--- config.mk ---
export PLATFORM = sky130hd
export DESIGN_NAME = hps_frame_ctrl
export DESIGN_NICKNAME = d
export VERILOG_FILES = /design/src/rtl/hps_frame_ctrl.sv
export SDC_FILE = /design/constraint.sdc
export NUM_CORES = 2
export LEC_CHECK = 0
export CORE_MARGIN = 2
export CORE_UTILIZATION = 55
export DETAILED_ROUTE_END_ITERATION = 12
export MAX_ROUTING_LAYER = met4
export PLACE_DENSITY = 0.74
export REMOVE_ABC_BUFFERS = 1
export SLEW_MARGIN = 20
export SYNTH_ARGS = -nofsm -noshare
export SYNTH_HDL_FRONTEND = slang
export SYNTH_SLANG_ARGS = --single-unit
--- constraint.sdc ---
create_clock -name clock -period 11.7 [get_ports clock]
set_clock_uncertainty 0.2 [all_clocks]
set_input_delay 2.34 -clock clock [delete_from_list [all_inputs] [get_ports clock]]
set_output_delay 2.34 -clock clock [all_outputs]
set_load 0.1 [all_outputs]
--- src/rtl/hps_frame_ctrl.sv ---
// HPS frame controller: writes one frame of DFT magnitudes into the magnitude RAM,
// then scans k = 1..SCAN_LAST and multiplies X[k] * X[k>>1] * X[k/3] to find the
// bin with the largest product (pitch estimate).
//
//   state | meaning
//   IDLE  | accepting magnitude beats into the RAM
//   SCAN  | three reads per bin (k, k>>1, k/3), product pipeline running
//   DRAIN | no read; final product of the last bin is compared
//   DONE  | peak_valid pulse, peak_k/peak_prod presented
module hps_frame_ctrl #(
   parameter int K_WIDTH   = 12,
   parameter int MAG_WIDTH = 16,
   parameter int SCAN_LAST = 2047
) (
   input  logic                     clock,
   input  logic                     reset_n,
   input  logic                     mag_valid,
   input  logic                     mag_last,
   input  logic [MAG_WIDTH-1:0]     mag_data,
   output logic                     ram_we,
   output logic [K_WIDTH-1:0]       ram_waddr,
   output logic [MAG_WIDTH-1:0]     ram_wdata,
   output logic                     ram_re,
   output logic [K_WIDTH-1:0]       ram_raddr,
   input  logic [MAG_WIDTH-1:0]     ram_rdata,
   output logic                     busy,
   output logic                     peak_valid,
   output logic [K_WIDTH-1:0]       peak_k,
   output logic [3*MAG_WIDTH-1:0]   peak_prod,
   output logic                     frame_dropped
);

   localparam logic [1:0] S_IDLE  = 2'd0;
   localparam logic [1:0] S_SCAN  = 2'd1;
   localparam logic [1:0] S_DRAIN = 2'd2;
   localparam logic [1:0] S_DONE  = 2'd3;

   localparam int                 PW     = 3 * MAG_WIDTH;
   localparam int                 AW     = 2 * MAG_WIDTH;
   localparam logic [K_WIDTH-1:0] K_ONE  = K_WIDTH'(1);
   localparam logic [K_WIDTH-1:0] K_LAST = K_WIDTH'(SCAN_LAST);

   logic [1:0]           state, state_nxt;
   logic [K_WIDTH-1:0]   wcnt;
   logic                 skip;
   logic [K_WIDTH-1:0]   k, q3, ab_k, best_k;
   logic [1:0]           phase, res;
   logic [MAG_WIDTH-1:0] a;
   logic [AW-1:0]        ab;
   logic [PW-1:0]        prod, best_prod;
   logic                 beat_ok, beat_drop, frame_in, scan_end, cmp_en, take;

   // A beat is stored only in IDLE outside a skipped frame; anything else is discarded.
   assign beat_ok   = mag_valid && !skip && (state == S_IDLE);
   assign beat_drop = mag_valid && (skip || (state != S_IDLE));
   assign frame_in  = beat_ok && mag_last;
   assign scan_end  = (state == S_SCAN) && (phase == 2'd2) && (k == K_LAST);

   assign ram_we        = beat_ok;
   assign ram_waddr     = beat_ok ? wcnt : '0;
   assign ram_wdata     = beat_ok ? mag_data : '0;
   assign ram_re        = (state == S_SCAN);
   assign busy          = (state != S_IDLE);
   assign peak_valid    = (state == S_DONE);
   assign frame_dropped = beat_drop && mag_last;

   // The third operand arrives in the p0 of the next bin (or DRAIN for the last bin).
   assign prod   = PW'(ab) * PW'(ram_rdata);
   assign cmp_en = ((state == S_SCAN) && (phase == 2'd0) && (k != K_ONE)) || (state == S_DRAIN);
   assign take   = cmp_en && ((ab_k == K_ONE) || (prod > best_prod));

   // Read address per phase: X[k], X[k>>1], X[k/3].
   always_comb begin
      ram_raddr = '0;
      if (state == S_SCAN) begin
         case (phase)
            2'd0:    ram_raddr = k;
            2'd1:    ram_raddr = k >> 1;
            default: ram_raddr = q3;
         endcase
      end
   end

   // Next-state logic.
   always_comb begin
      state_nxt = state;
      case (state)
         S_IDLE:  if (frame_in) state_nxt = S_SCAN;
         S_SCAN:  if (scan_end) state_nxt = S_DRAIN;
         S_DRAIN: state_nxt = S_DONE;
         default: state_nxt = S_IDLE;
      endcase
   end

   // State register, write counter and the skip flag for frames that start mid-scan.
   always_ff @(posedge clock) begin
      if (!reset_n) begin
         state <= S_IDLE;
         wcnt  <= '0;
         skip  <= 1'b0;
      end else begin
         state <= state_nxt;
         if (beat_ok)
            wcnt <= mag_last ? '0 : wcnt + K_ONE;
         if (beat_drop)
            skip <= !mag_last;
      end
   end

   // Scan sequencing: bin index, phase, and k/3 tracked by a mod-3 residue.
   always_ff @(posedge clock) begin
      if (!reset_n) begin
         k     <= K_ONE;
         phase <= 2'd0;
         q3    <= '0;
         res   <= 2'd1;
      end else if (frame_in) begin
         k     <= K_ONE;
         phase <= 2'd0;
         q3    <= '0;
         res   <= 2'd1;
      end else if (state == S_SCAN) begin
         if (phase == 2'd2) begin
            phase <= 2'd0;
            k     <= k + K_ONE;
            if (res == 2'd2) begin
               res <= 2'd0;
               q3  <= q3 + K_ONE;
            end else begin
               res <= res + 2'd1;
            end
         end else begin
            phase <= phase + 2'd1;
         end
      end
   end

   // Product pipeline: first operand in p1, partial product in p2.
   always_ff @(posedge clock) begin
      if (!reset_n) begin
         a    <= '0;
         ab   <= '0;
         ab_k <= '0;
      end else if (state == S_SCAN) begin
         if (phase == 2'd1)
            a <= ram_rdata;
         if (phase == 2'd2) begin
            ab   <= AW'(a) * AW'(ram_rdata);
            ab_k <= k;
         end
      end
   end

   // Running peak; ties keep the earlier (lower) bin.
   always_ff @(posedge clock) begin
      if (!reset_n) begin
         best_k    <= '0;
         best_prod <= '0;
      end else if (take) begin
         best_k    <= ab_k;
         best_prod <= prod;
      end
   end

   // Result registers, loaded as DRAIN finishes so DONE presents the final answer.
   always_ff @(posedge clock) begin
      if (!reset_n) begin
         peak_k    <= '0;
         peak_prod <= '0;
      end else if (state == S_DRAIN) begin
         peak_k    <= take ? ab_k : best_k;
         peak_prod <= take ? prod : best_prod;
      end
   end

endmodule

==> flow_metrics.env <==
export IMPL_maxCapViolCount=0
export IMPL_numCtsBuffers=25
export IMPL_p_leak_nw=17.7
export IMPL_drt_met1_wl_um=36900
export IMPL_wl_met2_um=41100
export IMPL_firstDrtPassIters=5
export IMPL_ios=141
export IMPL_hold_violations=0
export IMPL_clkPwrFrac_pct=30.8
export IMPL_antenna_found_initial=0
export IMPL_placed_area_mm2=0.0369
export IMPL_synth_flop_cell="dfxtp_1"
export IMPL_grt_max_degree=69
export IMPL_synth_compound_area_share_pct=8.26
export IMPL_power_density_mw_per_mm2=74.4
export IMPL_cts_repair_resized=0
export IMPL_grt_usage_pct=28.2
export IMPL_grt_pass1_vias=28800
export IMPL_worstSetupPathType="primary input to flip-flop"
export IMPL_vias_per_cell=5.48
export IMPL_drv_slew=0
export IMPL_final_fill_count=5559
export IMPL_switching_share_pct=43.2
export IMPL_p_int_mw=1.60
export IMPL_pwr_share_comb_pct=38.1
export IMPL_hold_class="flip-flop to flip-flop"
export IMPL_slew_headroom_pct=27.4
export IMPL_synth_seq_area_share_pct=12.8
export IMPL_vias=27300
export IMPL_slowest_delay_ps=550
export IMPL_area_delta_synth_final_pct=8.36
export IMPL_root_buffer="clkbuf_16"
export IMPL_synth_cell_types=79
export IMPL_drive_above_1_share_pct=3.27
export IMPL_finalSetupViolations=0
export IMPL_yosys_warnings=0
export IMPL_crit_fanout=49
export IMPL_status="finished clean"
export IMPL_synthXorXnorAreaFrac_pct=2.31
export IMPL_postCtsSetupRepairBufs=0
export IMPL_setup_tns_ps=0
export IMPL_core_area_mm2=0.0630
export IMPL_cts_buffer_depth=3
export IMPL_finalCoreUtilization_pct=60.1
export IMPL_hold_buffers=0
export IMPL_wire_per_inst_um=17.4
export IMPL_netlist_area_mm2=0.0349
export IMPL_pwr_share_seq_pct=31.1
export IMPL_port_buffers=140
export IMPL_drt_initial_drc_count=1654
export IMPL_drc_errors=0
export IMPL_die_h_um=256
export IMPL_clock_fmax_mhz=90.6
export IMPL_critPathSlowestCell="fa_1"
export IMPL_avgSynthCellArea_um2=8.48
export IMPL_clk_pin_slew_ps=60
export IMPL_die_x_um=256
export IMPL_post_dp_hpwl_um=65600
export IMPL_netlist_instances=4119
export IMPL_wl_met3_um=6560
export IMPL_initial_utilization_pct=55.5
export IMPL_clock_sinks=223
export IMPL_period_needed_ps=11040
export IMPL_dr_max_layer_used="met4"
export IMPL_synth_top_family_by_area="adder cells"
export IMPL_tritoncts="done"
export IMPL_globalRoute_totalOverflow=0
export IMPL_clkLatencyLatePin_ps=580
export IMPL_synthMuxAreaShare_pct=1.99
export IMPL_htreeDepth=1
export IMPL_synthAdderAreaFrac_pct=45.1
export IMPL_arrival_ps=11270
export IMPL_place_congestion=0.904
export IMPL_antenna_left=0
export IMPL_crit_required_ps=11930
export IMPL_rsz0062_at_grt="no"
export IMPL_rows=92
export IMPL_final_cell_area_mm2=0.0378
export IMPL_yosys_area_share_simple_pct=18.8
export IMPL_end_kind="flip-flop"
export IMPL_tightest_slew_ps=1090
export IMPL_period_share_pct=94.4
export IMPL_cp_start_kind="primary input"
export IMPL_grt_pass1_wl_um=147000
export IMPL_dieArea_mm2=0.0655
export IMPL_final_nets=5035
export IMPL_vdd_ir_drop_worst_mv=0.166
export IMPL_p_sw_mw=1.21
export IMPL_synthArstFlopShare_pct=0
export IMPL_synth_edff_count=0
export IMPL_wl_um=86800
export IMPL_insertedDiodeCount=0
export IMPL_yosys_register_bits=223
==> synth_stat cells (14+ instances only) <==
master    instances  share of area (%)
nand3_1          57               0.82
and2_1          329                5.9
inv_1           760                8.2
and3_1           25               0.45
fa_1            612                 35
a211oi_1         50                1.1
or3_1            14               0.25
o21ai_0          75                1.1
xnor2_1          55                1.4
nor2_1          204                2.2
o21bai_1         16               0.34
nand2_1         662                7.1
dfxtp_1         223                 13
ha_1            280                 10
xor2_1           37               0.93
clkbuf_1        216                2.3
a21oi_1         169                2.4
nor3_1           22               0.32
mux2i_1          67                1.9
nand4_1          31               0.56
a21o_1           43               0.92
==> per-layer routing <==
layer  up-vias  GRT usage [%]
met5         -              -
met1     13500           36.8
met4         0           6.47
met3       164           5.00
li1      12600              -
met2       975           46.1
==> placed cells by master (no fill, tap or decap), types with 22 or more instances in the layout <==
master / synthesis / layout
nand2_1: 662 / 662
clkbuf_16: 0 / 25
mux2i_1: 67 / 67
nor3_1: 22 / 22
dfxtp_1: 223 / 223
ha_1: 280 / 279
nand3_1: 57 / 57
and2_1: 329 / 329
a211oi_1: 50 / 50
inv_1: 760 / 759
nor2_1: 204 / 203
o21ai_0: 75 / 75
a21o_1: 43 / 43
xnor2_1: 55 / 55
and3_1: 25 / 25
buf_4: 1 / 45
a21oi_1: 169 / 169
xor2_1: 37 / 37
clkdlybuf4s50_1: 0 / 129
nand4_1: 31 / 31
fa_1: 612 / 612
==> worst max-delay path: cells and delay by family <==
family | cells | cell delay (ps)
mux | 1 | 300
fa+ha+maj | 8 | 3730
simple gates | 8 | 1650
buf+inv | 10 | 1690
xor+xnor | 1 | 260
compound gates | 6 | 1270
==> layout make-up <==
| class | instances | area [µm²] | share of cell area (%) |
|---|---|---|---|
| Multi-Input combinational cell | 2903 | 26700 | 70.7 |
| Timing Repair Buffer | 192 | 1820 | 4.82 |
| Inverter | 762 | 2860 | 7.57 |
| Sequential cell | 223 | 4460 | 11.8 |
| Clock buffer | 27 | 633 | 1.67 |
| Tap cell | 846 | 1060 | 2.80 |
| Clock inverter | 19 | 258 | 0.681 |
==> kinds of logic (layout without fill, tap and decap cells) <==
kind of cell,count (synthesis),in the layout
xor gates and xnor gates,92,92
DFF,223,223
AOI/OAI and AO/OA,450,450
adders and majority gates,892,892
muxes,69,69
and+or+nand+nor,1400,1400
buffers and inverters,993,1000
==> per-stage QoR <==
| step | hold WS (ps) | worst slack, ps | instances | total power [mW] |
|---|---|---|---|---|
| 2_1_floorplan | 244 | 179 | 3888 | 1.64 |
| 3_3_place_gp | 263 | 316 | 4926 | 1.95 |
| 3_5_place_dp | 268 | 192 | 4926 | 1.96 |
| 4_1_cts | 277 | 711 | 4972 | 2.83 |
| 5_1_grt | 299 | 64.9 | 4972 | 2.93 |
| 6_report | 272 | 660 | 4972 | 2.81 |
==> final timing paths <==
| check | slack (ps) | cells past startpoint | to | from |
|---|---|---|---|---|
| hold reg to reg | 270 | 2 | ab_k[0] | ab_k[0] |
| hold / removal | 270 | 2 | ab_k[0] | ab_k[0] |
| setup reg to reg | 2180 | 30 | peak_prod[29] | ab[11] |
| setup / recovery | 660 | 34 | peak_prod[29] | ram_rdata[5] |
==> sequential cells by signal, summed over array words and instances, names as in the netlist <==
signal     cells
best_prod     48
best_k        12
peak_k        12
wcnt          12
q3            12
res            2
state          2
phase          2
skip           1
ab            32
k             12
a             16
peak_prod     48
ab_k          12
==> power by group through the flow <==
stage / registers (mW) / clock network (mW) / logic, mW
after global routing: 0.880 / 0.911 / 1.14
after detailed placement: 0.888 / 0 / 1.07
after global placement: 0.889 / 0 / 1.06
after floorplan: 1.19 / 0 / 0.453
final: 0.874 / 0.867 / 1.07
after CTS: 0.873 / 0.881 / 1.08
(Power assumes the default switching activity.)
